==> src/rtl/sync_pkg.sv <==
// Shared definitions for the synchronous mux stage and its window averager.
package sync_pkg;

    // Sample width used by the mux stage and everything downstream of it.
    localparam int DEF_WIDTH = 16;

    typedef enum logic [1:0] {
        IDLE = 2'd0,
        ACC  = 2'd1,
        DONE = 2'd2
    } avg_state_t;

endpackage

==> src/rtl/sync_window_avg_if.sv <==
// Sample/handshake bundle between the controller and sync_window_avg.
// With SYNC_WINDOW_AVG_MINMAX_EN defined the bundle also carries win_min/win_max.
interface sync_window_avg_if
    import sync_pkg::*;
#(
    parameter int WIDTH = DEF_WIDTH
);
    logic [WIDTH-1:0] x;
    logic             x_valid;
    logic             start;
    logic             abort;
    logic [WIDTH-1:0] avg;
    logic             avg_valid;
    logic             busy;
`ifdef SYNC_WINDOW_AVG_MINMAX_EN
    logic [WIDTH-1:0] win_min;
    logic [WIDTH-1:0] win_max;
`endif

    modport master (
        output x, x_valid, start, abort,
`ifdef SYNC_WINDOW_AVG_MINMAX_EN
        input  win_min, win_max,
`endif
        input  avg, avg_valid, busy
    );

    modport slave (
        input  x, x_valid, start, abort,
`ifdef SYNC_WINDOW_AVG_MINMAX_EN
        output win_min, win_max,
`endif
        output avg, avg_valid, busy
    );

endinterface

==> src/rtl/sync_window_minmax.sv <==
// Running min/max over the accepted samples of one window; results are
// published on the same cycle the window mean is registered.
module sync_window_minmax
    import sync_pkg::*;
#(
    parameter int WIDTH = DEF_WIDTH
) (
    input  logic             clk,
    input  logic             rst,
    input  logic [WIDTH-1:0] x,
    input  logic             accept,
    input  logic             first,
    input  logic             commit,
    output logic [WIDTH-1:0] win_min,
    output logic [WIDTH-1:0] win_max
);
    logic [WIDTH-1:0] run_min_p0, run_max_p0;
    logic [WIDTH-1:0] cand_min, cand_max;

    // The first accepted sample seeds both trackers, so stale values from an
    // aborted window never leak into the next one.
    always_comb begin
        cand_min = (first || (x < run_min_p0)) ? x : run_min_p0;
        cand_max = (first || (x > run_max_p0)) ? x : run_max_p0;
    end

    // Stage p0: running trackers
    always_ff @(posedge clk or posedge rst) begin
        if (rst) begin
            run_min_p0 <= '0;
            run_max_p0 <= '0;
        end else if (accept) begin
            run_min_p0 <= cand_min;
            run_max_p0 <= cand_max;
        end
    end

    // Stage p1: published results, held until the next completed window
    always_ff @(posedge clk or posedge rst) begin
        if (rst) begin
            win_min <= '0;
            win_max <= '0;
        end else if (commit) begin
            win_min <= cand_min;
            win_max <= cand_max;
        end
    end

endmodule

==> src/rtl/sync_window_avg.sv <==
// Windowed mean of 2^LOG_N qualified samples with start/busy/abort handshake.
// Define SYNC_WINDOW_AVG_MINMAX_EN to add per-window min/max outputs.
module sync_window_avg
    import sync_pkg::*;
#(
    parameter int WIDTH = DEF_WIDTH,
    parameter int LOG_N = 3
) (
    input  logic               clk,
    input  logic               rst,
    sync_window_avg_if.slave   bus
);
    localparam int ACC_W = WIDTH + LOG_N;

    avg_state_t       state_q, state_d;
    logic [ACC_W-1:0] acc_p0;
    logic [LOG_N-1:0] cnt_p0;
    logic [ACC_W-1:0] acc_sum;
    logic [WIDTH-1:0] avg_p1;
    logic             clr_win;
    logic             accept;
    logic             commit;

    // Truncating mean; the accumulator is wide enough that no saturation is needed.
    function automatic logic [WIDTH-1:0] trunc_mean(input logic [ACC_W-1:0] total);
        trunc_mean = total[ACC_W-1:LOG_N];
    endfunction

    assign acc_sum = acc_p0 + ACC_W'(bus.x);

    always_ff @(posedge clk or posedge rst) begin
        if (rst) begin
            state_q <= IDLE;
        end else begin
            state_q <= state_d;
        end
    end

    // abort outranks both sample acceptance and window completion.
    always_comb begin
        state_d = state_q;
        clr_win = 1'b0;
        accept  = 1'b0;
        commit  = 1'b0;
        case (state_q)
            IDLE: begin
                if (bus.start && !bus.abort) begin
                    state_d = ACC;
                    clr_win = 1'b1;
                end
            end
            ACC: begin
                if (bus.abort) begin
                    state_d = IDLE;
                    clr_win = 1'b1;
                end else if (bus.x_valid) begin
                    accept = 1'b1;
                    if (&cnt_p0) begin
                        commit  = 1'b1;
                        state_d = DONE;
                    end
                end
            end
            DONE: begin
                if (bus.start && !bus.abort) begin
                    state_d = ACC;
                    clr_win = 1'b1;
                end else begin
                    state_d = IDLE;
                end
            end
            default: state_d = IDLE;
        endcase
    end

    // Stage p0: accumulator and sample count
    always_ff @(posedge clk or posedge rst) begin
        if (rst) begin
            acc_p0 <= '0;
            cnt_p0 <= '0;
        end else if (clr_win) begin
            acc_p0 <= '0;
            cnt_p0 <= '0;
        end else if (accept) begin
            acc_p0 <= acc_sum;
            cnt_p0 <= cnt_p0 + LOG_N'(1);
        end
    end

    // Stage p1: registered mean
    always_ff @(posedge clk or posedge rst) begin
        if (rst) begin
            avg_p1 <= '0;
        end else if (commit) begin
            avg_p1 <= trunc_mean(acc_sum);
        end
    end

    assign bus.avg       = avg_p1;
    assign bus.avg_valid = (state_q == DONE);
    assign bus.busy      = (state_q == ACC);

`ifdef SYNC_WINDOW_AVG_MINMAX_EN
    sync_window_minmax #(
        .WIDTH (WIDTH)
    ) u_minmax (
        .clk     (clk),
        .rst     (rst),
        .x       (bus.x),
        .accept  (accept),
        .first   (cnt_p0 == '0),
        .commit  (commit),
        .win_min (bus.win_min),
        .win_max (bus.win_max)
    );
`endif

endmodule

==> src/flat_wrapper.sv <==
// flat-port wrapper written by rule: the top's interface ports become plain ports
module sync_window_avg_flat import sync_pkg::*;
#(
    parameter int WIDTH = DEF_WIDTH,
    parameter int LOG_N = 3
)
  (clk, rst, bus_x, bus_x_valid, bus_start, bus_abort, bus_avg, bus_avg_valid, bus_busy);
  sync_window_avg_if #(.WIDTH(WIDTH)) bus_i ();
  input  logic clk;
  input  logic rst;
  input wire logic [$bits(bus_i.x)-1:0] bus_x;
  input wire logic [$bits(bus_i.x_valid)-1:0] bus_x_valid;
  input wire logic [$bits(bus_i.start)-1:0] bus_start;
  input wire logic [$bits(bus_i.abort)-1:0] bus_abort;
  output wire logic [$bits(bus_i.avg)-1:0] bus_avg;
  output wire logic [$bits(bus_i.avg_valid)-1:0] bus_avg_valid;
  output wire logic [$bits(bus_i.busy)-1:0] bus_busy;
  assign bus_i.x = bus_x;
  assign bus_i.x_valid = bus_x_valid;
  assign bus_i.start = bus_start;
  assign bus_i.abort = bus_abort;
  assign bus_avg = bus_i.avg;
  assign bus_avg_valid = bus_i.avg_valid;
  assign bus_busy = bus_i.busy;
  sync_window_avg #(.WIDTH(WIDTH), .LOG_N(LOG_N)) u_core (.clk(clk), .rst(rst), .bus(bus_i));
endmodule
==> config.mk <==
export PLATFORM = sky130hd
export DESIGN_NAME = sync_window_avg_flat
export DESIGN_NICKNAME = d
export VERILOG_FILES = /design/src/rtl/sync_pkg.sv /design/src/rtl/sync_window_avg_if.sv /design/src/rtl/sync_window_minmax.sv /design/src/rtl/sync_window_avg.sv /design/src/flat_wrapper.sv
export SDC_FILE = /design/constraint.sdc
export NUM_CORES = 1
export LEC_CHECK = 0
export ABC_AREA = 1
export CAP_MARGIN = 15
export CELL_PAD_IN_SITES_DETAIL_PLACEMENT = 0
export CELL_PAD_IN_SITES_GLOBAL_PLACEMENT = 1
export CORE_ASPECT_RATIO = 0.7
export CORE_UTILIZATION = 35
export DETAILED_ROUTE_END_ITERATION = 8
export PLACE_DENSITY = 0.79
export SYNTH_ARGS = -nofsm -noshare
export SYNTH_HDL_FRONTEND = slang
export SYNTH_SLANG_ARGS = --single-unit
export TNS_END_PERCENT = 100
==> constraint.sdc <==
create_clock -name clk -period 2.2 [get_ports clk]
set_input_delay 0.66 -clock clk [delete_from_list [all_inputs] [get_ports clk]]
set_output_delay 0.66 -clock clk [all_outputs]
set_load 0.005 [all_outputs]
==> results.md, run 1 <==
* Syn_nets at 394
* Crit. End Element: register
* Die area at 0.007761 sq mm
* Setup TNS at 0 ps
* H-tree depth at 2
* Hold Crit Start: u_core.bus.avg[10]$_DFFE_PP0P_
* CP bufs+invs at 2
* Final WL at 6814 um
* Hold depth at 2
* Mapped Area at 0.002592 sq mm
* Worst Setup Path Type: input pin to register
* Clk slew on worst S/H paths at 90 ps
* Detail-routed via count per cell at 4.694
* IR drop worst, VDD at 0.2963 mV
* Vias at 2469
* Pwr/cell area at 571.4 mW/mm^2
* Worst Hold Class: register to register
* Cell accounting for the most synthesized area: dfrtp_1
* Share of the yosys chip area belonging to registers at 0.3861
* Most used cell, CP: nand2_1
* Sw Pwr at 0.6898 mW
* Endpoints failing hold at 0
* Die extent in x at 104.9 um
* DR iter-0 viols at 96
* Initial antenna violation count at 0
* Sequential Area at 0.001001 sq mm
* Num rows at 25
* Register bit count reported by yosys at 40
* Status: complete, no violations
* CTS tree: yes
* Worst r2r src: u_core.acc_p0[0]$_DFFE_PP0P_
* Final core occ at 0.5396
* Total grt overflow at 0
* DP Area at 0.003363 sq mm
* Initial Util at 0.3733
* Synth top area cells: dfrtp_1 39%, nand2_1 21%, ha_1 8.7%
* Max clock buf depth at 2
* First-pass GRT wire length at 11790 um
* Root Buffer: clkbuf_8
* Slowest stage cell, crit path: clkdlybuf4s50_1
* Tot Pwr at 2.141 mW
* Post-synth cell types at 23
* Area grow syn2layout at 44.55%
* Comb power frac at 0.322
* Cells after synthesis at 354
* Fin nets at 471
* # DRC at 0
* Placer Congestion at 0.7981
* Core area at 0.006944 sq mm
* Leak at 2.008 nW
* Fill cells at 688
* Critical path data required time at 2390 ps
* Critical Path, Cell by Cell: clkdlybuf4s50_1, ha_4, nand2_1, inv_1, nand2_1, nand3_1, a21oi_2, nand3b_1, nand3_1, nand2_1
* Final setup vio count at 0
* Worst-skew pair later-pin latency at 300 ps
* Max_slew headroom at 0.7689
* Final Max Tran Viols at 0
* Dpl hpwl at 5014 um
* Seq pwr share at 0.383
* Highest achievable clock rate at 472.5 MHz
* I/O Pins at 39
* Avg Cell Area, Syn at 7.323 sq um
* Final clock skew at 9.269 ps
* Crit path DAT at 2310 ps
* Total GRT Usage at 0.1935
* Reg2Reg Setup Slack at 430 ps
* Clock group share of total power at 0.295
* P_int at 1.451 mW
* Crit-path max cell delay at 550 ps
* Yosys Warn Count at 0
* Die H at 74.01 um
* Vias in the first global route at 2451
* Crit. path cell count at 10
* CP top delay family: simple AND/OR/NAND/NOR gates
* DR WL/cell at 12.95 um
* Share of cells above drive strength 1 at 0.2315
* Tmin final at 2116 ps
* # diodes at 0
* Placed instance count at 515
* R2R depth at 13
* CP Max Fanout at 4
* Fin area at 0.003747 sq mm
* Final period util at 0.9619
* Hold endpoint: u_core.bus.avg[10]$_DFFE_PP0P_
* Port Buffer Count at 38
* Pin count of the biggest net entering global routing at 41
* Crit start category: input pin
* First-pass DRT Iterations at 4
* Tightest Pin Transition at 346.2 ps
* Final antenna-violating net count at 0
* R2R Path End: u_core.bus.avg[13]$_DFFE_PP0P_
* CTS Buf Count at 5
* Multi-input logic area at 0.001643 sq mm
* MaxCap Viol Count at 0
* Share of the synthesized area in the top cell type at 0.3861
* Fin cells at 526
* Sink Count at 40
* Sw frac at 0.3222
==> per-stage QoR <==
step,hold slack (ps),setup WS [ps]
after CTS,489.2,12.53
after detailed placement,466.6,-511.3
after global routing,510.4,-19.90
after floorplan,449.7,127.7
final,481.4,83.73
after global placement,461.0,-485.1
==> synthesized netlist by cell type <==
library cell / n
a22o_1: 5
xor2_1: 6
and2_1: 2
nor2_8: 2
inv_1: 31
ha_1: 18
nand3b_1: 6
a21oi_1: 15
nand2_1: 147
nand2_2: 1
nand3_1: 32
nand2_4: 1
dfrtp_1: 40
nor3_1: 2
buf_4: 3
o22ai_1: 1
nor2_4: 1
xnor2_1: 1
inv_2: 6
nor2_1: 22
o21ai_0: 9
buf_6: 2
fa_1: 1
==> cell usage in the layout (no fill, tap or decap), types with 3 or more instances in the layout <==
master / synthesis / layout
a21oi_1: 15 / 11
a21oi_2: 0 / 4
a22o_1: 5 / 5
buf_12: 0 / 5
buf_4: 3 / 32
clkbuf_8: 0 / 5
clkdlybuf4s50_1: 0 / 32
dfrtp_1: 40 / 40
dlymetal6s2s_1: 0 / 5
ha_1: 18 / 7
ha_4: 0 / 9
inv_1: 31 / 28
inv_2: 6 / 9
nand2_1: 147 / 137
nand2_2: 1 / 11
nand3_1: 32 / 22
nand3_2: 0 / 9
nand3b_1: 6 / 6
nor2_1: 22 / 19
nor2_2: 0 / 3
o21ai_0: 9 / 9
xor2_1: 6 / 6
==> layer usage <==
metal | GRT usage | vias to the layer above | wire length [um]
li1 | - | 1280 | -
met1 | 0.2986 | 1112 | 3601
met2 | 0.2862 | 69 | 2714
met3 | 0.03418 | 8 | 423
met4 | 0.03130 | 0 | 74
met5 | 0 | - | 0
==> power by group through the flow <==
| stage | clock [mW] | combinational, mW | sequential (mW) |
|---|---|---|---|
| CTS | 0.648 | 0.628 | 0.812 |
| global route | 0.674 | 0.783 | 0.828 |
| global placement | 0 | 0.612 | 0.824 |
| detailed placement | 0 | 0.619 | 0.827 |
| floorplan | 0 | 0.364 | 0.817 |
| finish | 0.631 | 0.690 | 0.820 |
==> cell type report <==
class                           instances  area share
Clock buffer                            5     0.01836
Clock inverter                          3     0.01235
Inverter                               37     0.03706
Multi-Input combinational cell        272      0.4384
Sequential cell                        40      0.2671
Tap cell                               94     0.03139
Timing Repair Buffer                   75      0.1953
==> logic make-up (layout without fill, tap and decap cells) <==
family                   count (synthesis)  in the layout  synth area share
XOR/XNOR                                 7              7           0.02365
AND/OR/NAND/NOR                        216            216            0.3591
AO/OA/AOI/OAI                           30             30           0.06564
adder cells (fa/ha/maj)                 19             19           0.09460
buffers and inverters                   42            120           0.07094
flip-flops                              40             40            0.3861
==> what timing repair did <==
action | 4_1_cts | 5_1_grt
buffers inserted | 1 | 2
hold buffers | 0 | 0
endpoints found under the setup margin | 19 | 24
gates resized for setup | 9 | 43
pin swaps | 3 | 8
==> sequential cells by signal (all words and copies together), names as in the netlist <==
signal and count:
u_core.cnt_p0 3, u_core.acc_p0 19, u_core.bus.avg 16, u_core.state_q 2
==> tightest hold or removal path, cell delays in order (launching register included) <==
cell and delay [ps]:
dfrtp_1 350, nand2_1 50, nand2_1 50
==> worst max-delay path by stage <==
stage | start | to | slack [ps]
4_1_cts | bus_x[4] | u_core.bus.avg[3]$_DFFE_PP0P_ | 10
6_report | bus_x[9] | u_core.bus.avg[12]$_DFFE_PP0P_ | 80
3_5_place_dp | bus_x[0] | u_core.bus.avg[13]$_DFFE_PP0P_ | -510
2_1_floorplan | bus_x[0] | u_core.acc_p0[12]$_DFFE_PP0P_ | 130
5_1_grt | bus_x[9] | u_core.bus.avg[12]$_DFFE_PP0P_ | -20
3_3_place_gp | bus_x[0] | u_core.bus.avg[13]$_DFFE_PP0P_ | -490
(Power assumes the default switching activity.)
==> inputs of run 2 (changes only) <==
--- a/config.mk
+++ b/config.mk
@@ -9,7 +9,6 @@
 export CAP_MARGIN = 15
 export CELL_PAD_IN_SITES_DETAIL_PLACEMENT = 0
 export CELL_PAD_IN_SITES_GLOBAL_PLACEMENT = 1
-export CORE_ASPECT_RATIO = 0.7
 export CORE_UTILIZATION = 35
 export DETAILED_ROUTE_END_ITERATION = 8
 export PLACE_DENSITY = 0.79
==> run 2 against run 1 <==
Against the previous run:
- routed wire length decreased by 4.0%
- non-clock buffer count is 2 lower
- clock skew down 0.76 ps
- final cell count grew 0.57%
- fmax is 1.7% higher
- via count is 0.97% lower
- core utilization down 3.5 points
- die area about the same
- sequential power about the same
- sequential share of layout area up 0.81 points
- critical path depth unchanged
- hold slack got worse by 2.6 ps
- critical path type unchanged
- highest routed layer unchanged
==> results.md, run 2 (synthesized netlist as in run 1, its figures left out) <==
* Crit-path max cell delay at 410 ps
* Die H at 88.07 um
* Total GRT Usage at 0.1902
* Fin area at 0.003637 sq mm
* Reg2Reg Setup Slack at 450 ps
* Share of cells above drive strength 1 at 0.1930
* Final Max Tran Viols at 0
* Crit start category: input pin
* First-pass GRT wire length at 11190 um
* Fin cells at 529
* Port Buffer Count at 38
* Final WL at 6544 um
* Final setup vio count at 0
* Dpl hpwl at 4724 um
* Met1 Usage GRT at 0.2715
* Clk slew on worst S/H paths at 90 ps
* Area grow syn2layout at 40.30%
* Hold depth at 2
* Detail-routed via count per cell at 4.622
* Highest achievable clock rate at 480.5 MHz
* Root Buffer: clkbuf_8
* Crit path DAT at 2280 ps
* Worst r2r src: u_core.acc_p0[0]$_DFFE_PP0P_
* DP Area at 0.003357 sq mm
* Max_slew headroom at 0.7625
* Most frequent cells in the layout: 139 x nand2_1, 40 x dfrtp_1, 35 x clkdlybuf4s50_1
* CTS tree: yes
* Initial Util at 0.3593
* First-pass DRT Iterations at 4
* Tightest Pin Transition at 355.7 ps
* Worst Setup Path Type: input pin to register
* Tmin final at 2081 ps
* Worst Hold Class: register to register
* Placed instance count at 520
* Setup TNS at 0 ps
* Core area at 0.007214 sq mm
* Tot Pwr at 2.109 mW
* DR iter-0 viols at 131
* GR Util met3 at 0.02922
* Initial antenna violation count at 0
* Setup WS post-layout at 118.8 ps
* Post-Place Setup Slack at -494.9 ps
* CP top delay family: simple AND/OR/NAND/NOR gates
* # DRC at 0
* Crit. End Element: register
* Leak at 1.957 nW
* Pwr/cell area at 579.9 mW/mm^2
* Critical path data required time at 2400 ps
* Max clock buf depth at 2
* Slowest stage cell, crit path: clkdlybuf4s50_1
* Worst-skew pair later-pin latency at 300 ps
* I/O Pins at 39
* Hold endpoint: u_core.bus.avg[5]$_DFFE_PP0P_
* DR WL/cell at 12.37 um
* Largest register by flop count: u_core.acc_p0
* CP bufs+invs at 2
* Critical Path, Cell by Cell: clkdlybuf4s50_1, ha_1, nand2_1, inv_1, a21oi_1, nand3_4, nand2_1, nand3_1, nand3_1, nand2_1
* MaxCap Viol Count at 0
* IR drop worst, VDD at 0.2532 mV
* H-tree depth at 2
* Most used cell, CP: nand2_1
* CP Max Fanout at 4
* Pin count of the biggest net entering global routing at 41
* Vias in the first global route at 2336
* R2R depth at 13
* # diodes at 0
* Largest register FFs at 19
* CTS Buf Count at 5
* R2R Path End: u_core.acc_p0[12]$_DFFE_PP0P_
* Placer Congestion at 0.8240
* Final clock skew at 8.512 ps
* Num rows at 31
* Hold Crit Start: u_core.bus.avg[5]$_DFFE_PP0P_
* Die extent in x at 88.07 um
* Status: complete, no violations
* Final antenna-violating net count at 0
* Final period util at 0.9460
* Fin nets at 469
* GR Util met2 at 0.3009
* Total grt overflow at 0
* GRT busiest layer: met2
* Vias at 2445
* Die area at 0.007755 sq mm
* Most common cell after layout, fill and taps aside: nand2_1
* Sink Count at 40
* Endpoints failing hold at 0
-- run 2: changes by cell type in the layout (fill, tap and decap cells not counted), moves of 3 or more --
cell	before	now
nand3_1	22	28
clkdlybuf4s50_1	32	35
nand3_2	9	3
ha_1	7	10
dlymetal6s2s_1	5	2
-- run 2: where the power goes --
part	internal, mW	switching, mW	leakage, nW
sequential	0.781	0.0366	0.551
combinational	0.325	0.348	1.35
clock	0.336	0.283	0.0541
total	1.44	0.667	1.96
-- run 2: metal layers --
layer,up-vias,wire [um]
li1,1280,-
met1,1100,3333
met2,61,2886
met3,4,261
met4,0,62
met5,-,0
-- run 2: what timing repair did --
action                     in CTS  in global routing
pin swaps                       6                  4
cloned                          0                  0
hold buffers                    0                  0
setup buffers                   1                  0
gates resized for setup        12                 21
hold endpoints to repair        0                  0
setup endpoints to repair      17                 21
-- run 2: area by class of cell --
type / count / area (sq um)
Clock inverter: 3 / 42.54
Multi-Input combinational cell: 272 / 1565
Sequential cell: 40 / 1001
Clock buffer: 5 / 68.82
Fill cell: 731 / 3577
Inverter: 37 / 138.9
Timing Repair Buffer: 73 / 696.9
Tap cell: 99 / 123.9
-- run 2: how the worst max path moves through the flow --
stage | from | end | slack [ps] | depth (start not counted)
6_report | bus_x[7] | u_core.bus.avg[10]$_DFFE_PP0P_ | 120 | 10
5_1_grt | bus_x[9] | u_core.bus.avg[13]$_DFFE_PP0P_ | -20 | 12
4_1_cts | bus_x[6] | u_core.bus.avg[12]$_DFFE_PP0P_ | 40 | 12
3_5_place_dp | bus_x[0] | u_core.acc_p0[12]$_DFFE_PP0P_ | -490 | 14
3_3_place_gp | bus_x[0] | u_core.bus.avg[13]$_DFFE_PP0P_ | -440 | 14
2_1_floorplan | bus_x[0] | u_core.acc_p0[12]$_DFFE_PP0P_ | 130 | 13
-- run 2: tightest hold or removal path, stage by stage (launching register included) --
cell and delay, ps:
dfrtp_1 350, nand2_1 50, nand2_1 50
-- run 2: per-stage QoR --
step	utilization	hold WS (ps)
detailed placement	0.4653	463.7
finish	0.5042	478.8
global route	0.5042	505.6
global placement	0.4653	460.5
CTS	0.4861	485.2
floorplan	-	449.7
==> inputs of run 3 (changes only) <==
--- a/config.mk
+++ b/config.mk
@@ -9,9 +9,9 @@
 export CAP_MARGIN = 15
 export CELL_PAD_IN_SITES_DETAIL_PLACEMENT = 0
 export CELL_PAD_IN_SITES_GLOBAL_PLACEMENT = 1
-export CORE_UTILIZATION = 35
+export CORE_UTILIZATION = 39
 export DETAILED_ROUTE_END_ITERATION = 8
-export PLACE_DENSITY = 0.79
+export PLACE_DENSITY = 0.86
 export SYNTH_ARGS = -nofsm -noshare
 export SYNTH_HDL_FRONTEND = slang
 export SYNTH_SLANG_ARGS = --single-unit
==> run 3 against run 2 <==
Against the previous run:
- routed wire length up 2.4%
- hold slack about the same
- core utilization is 6.0 points higher
- highest routed layer unchanged
- count of clock-buffer cells in the layout rose by 2
- largest cell class unchanged
==> results.md, run 3 (synthesized netlist as in run 1, its figures left out) <==
* I/O Pins at 39
* Largest register by flop count: u_core.acc_p0
* Placer Congestion at 0.8815
* Slowest stage cell, crit path: clkdlybuf4s50_1
* Final period util at 0.9546
* CTS tree: yes
* Initial Util at 0.4060
* Root Buffer: clkbuf_8
* Fill cells at 608
* Crit path DAT at 2330 ps
* Pin count of the biggest net entering global routing at 41
* GR Util met2 at 0.3159
* Pwr/cell area at 566.1 mW/mm^2
* Leak at 1.924 nW
* DR WL/cell at 13.27 um
* Worst-skew pair later-pin latency at 290 ps
* Detail-routed via count per cell at 4.919
* Total GRT Usage at 0.2049
* Crit-path max cell delay at 420 ps
* IR drop worst, VDD at 0.2902 mV
* Area grow syn2layout at 38.95%
* Final Max Tran Viols at 0
* Die area at 0.006977 sq mm
* Status: complete, no violations
* Share of cells above drive strength 1 at 0.1939
* Max_slew headroom at 0.7679
* # DRC at 0
* RSZ-0062 raised after global routing: yes
* Max clock buf depth at 2
* Setup WS post-layout at 99.91 ps
* Crit start category: input pin
* Endpoints failing hold at 0
* Critical Path, Cell by Cell: clkdlybuf4s50_1, buf_4, ha_1, nand2_1, nor2_2, buf_4, a21oi_1, xnor2_1, nand2_1, nand2_1
* Worst Hold Class: register to register
* H-tree depth at 2
* Total grt overflow at 0
* Final antenna-violating net count at 0
* Vias at 2484
* Fin nets at 468
* Dpl hpwl at 4774 um
* Critical path data required time at 2430 ps
* Final setup vio count at 0
* GR Util met3 at 0.02967
* Setup TNS at 0 ps
* Port Buffer Count at 38
* DR iter-0 viols at 169
* Highest achievable clock rate at 476.2 MHz
* Met1 Usage GRT at 0.2985
* Sink Count at 40
* Core area at 0.006386 sq mm
* CTS Buf Count at 5
* First-pass DRT Iterations at 4
* Final clock skew at 6.848 ps
* Largest register FFs at 19
* First-pass GRT wire length at 11270 um
* Crit. End Element: register
* MaxCap Viol Count at 0
* Initial antenna violation count at 0
* Tightest Pin Transition at 347.6 ps
* Final WL at 6702 um
* # diodes at 0
* Worst Setup Path Type: input pin to register
* Die extent in x at 83.53 um
* Clk slew on worst S/H paths at 70 ps
* Most common cell after layout, fill and taps aside: nand2_1
* Die H at 83.53 um
* CP Max Fanout at 2
* GRT busiest layer: met2
* Reg2Reg Setup Slack at 390 ps
* Tmin final at 2100 ps
* Hold_buf cts at 0
* Most frequent cells in the layout: 141 x nand2_1, 40 x dfrtp_1, 37 x clkdlybuf4s50_1
* Post-Place Setup Slack at -463.0 ps
* Vias in the first global route at 2366
* Most used cell, CP: nand2_1
* Num rows at 29
==> run 3: layout make-up <==
type	instances	area [sq um]	area share
clock buffer	7	96.34	0.02675
inverter	37	138.9	0.03856
multi-input combinational	272	1598	0.4436
sequential	40	1001	0.2779
tap	77	96.34	0.02675
timing repair buffer	72	671.9	0.1865
==> run 3: through the flow <==
| stage | util | cell area (sq um) | cells | hold WS [ps] | power (mW) |
|---|---|---|---|---|---|
| floorplan | - | 2592 | 354 | 449.7 | 1.181 |
| global placement | 0.5182 | 3309 | 497 | 461.1 | 1.424 |
| detailed placement | 0.5182 | 3309 | 497 | 464.1 | 1.434 |
| CTS | 0.5386 | 3440 | 505 | 482.6 | 1.988 |
| global route | 0.5641 | 3602 | 505 | 510.3 | 2.179 |
| finish | 0.5641 | 3602 | 505 | 478.9 | 2.039 |
==> run 3: power breakdown <==
part | internal, mW | switching, mW | total, mW
registers | 0.781 | 0.0395 | 0.820
logic | 0.327 | 0.358 | 0.685
clock network | 0.279 | 0.255 | 0.534
==> run 3: final timing paths <==
check	cells past startpoint	end	startpoint
worst max-delay path	10	u_core.bus.avg[2]$_DFFE_PP0P_	bus_x[1]
worst min-delay path	2	u_core.bus.avg[8]$_DFFE_PP0P_	u_core.bus.avg[8]$_DFFE_PP0P_
worst max register to register	13	u_core.bus.avg[13]$_DFFE_PP0P_	u_core.acc_p0[0]$_DFFE_PP0P_
worst min register to register	2	u_core.bus.avg[8]$_DFFE_PP0P_	u_core.bus.avg[8]$_DFFE_PP0P_
max in group asynchronous	3	u_core.acc_p0[13]$_DFFE_PP0P_	rst
min in group asynchronous	3	u_core.acc_p0[7]$_DFFE_PP0P_	rst
==> run 3: critical path, delay by kind of cell <==
family,cells,cell delay [ps]
buf+inv,3,690
fa+ha+maj,1,290
simple gates,4,420
compound gates,1,60
xor+xnor,1,220
==> run 3: timing repair <==
action / CTS / global route
pin swaps: 4 / 2
gates resized for setup: 10 / 24
buffers inserted: 1 / 0
endpoints found under the setup margin: 13 / 19
endpoints found under the hold margin: 0 / 0
==> run 3: routing by layer <==
| layer | share of wire | wire [um] | vias to the layer above |
|---|---|---|---|
| met5 | 0 | 0 | - |
| met4 | 0.015 | 102 | 0 |
| li1 | - | - | 1270 |
| met2 | 0.47 | 3134 | 69 |
| met1 | 0.47 | 3182 | 1137 |
| met3 | 0.042 | 283 | 8 |
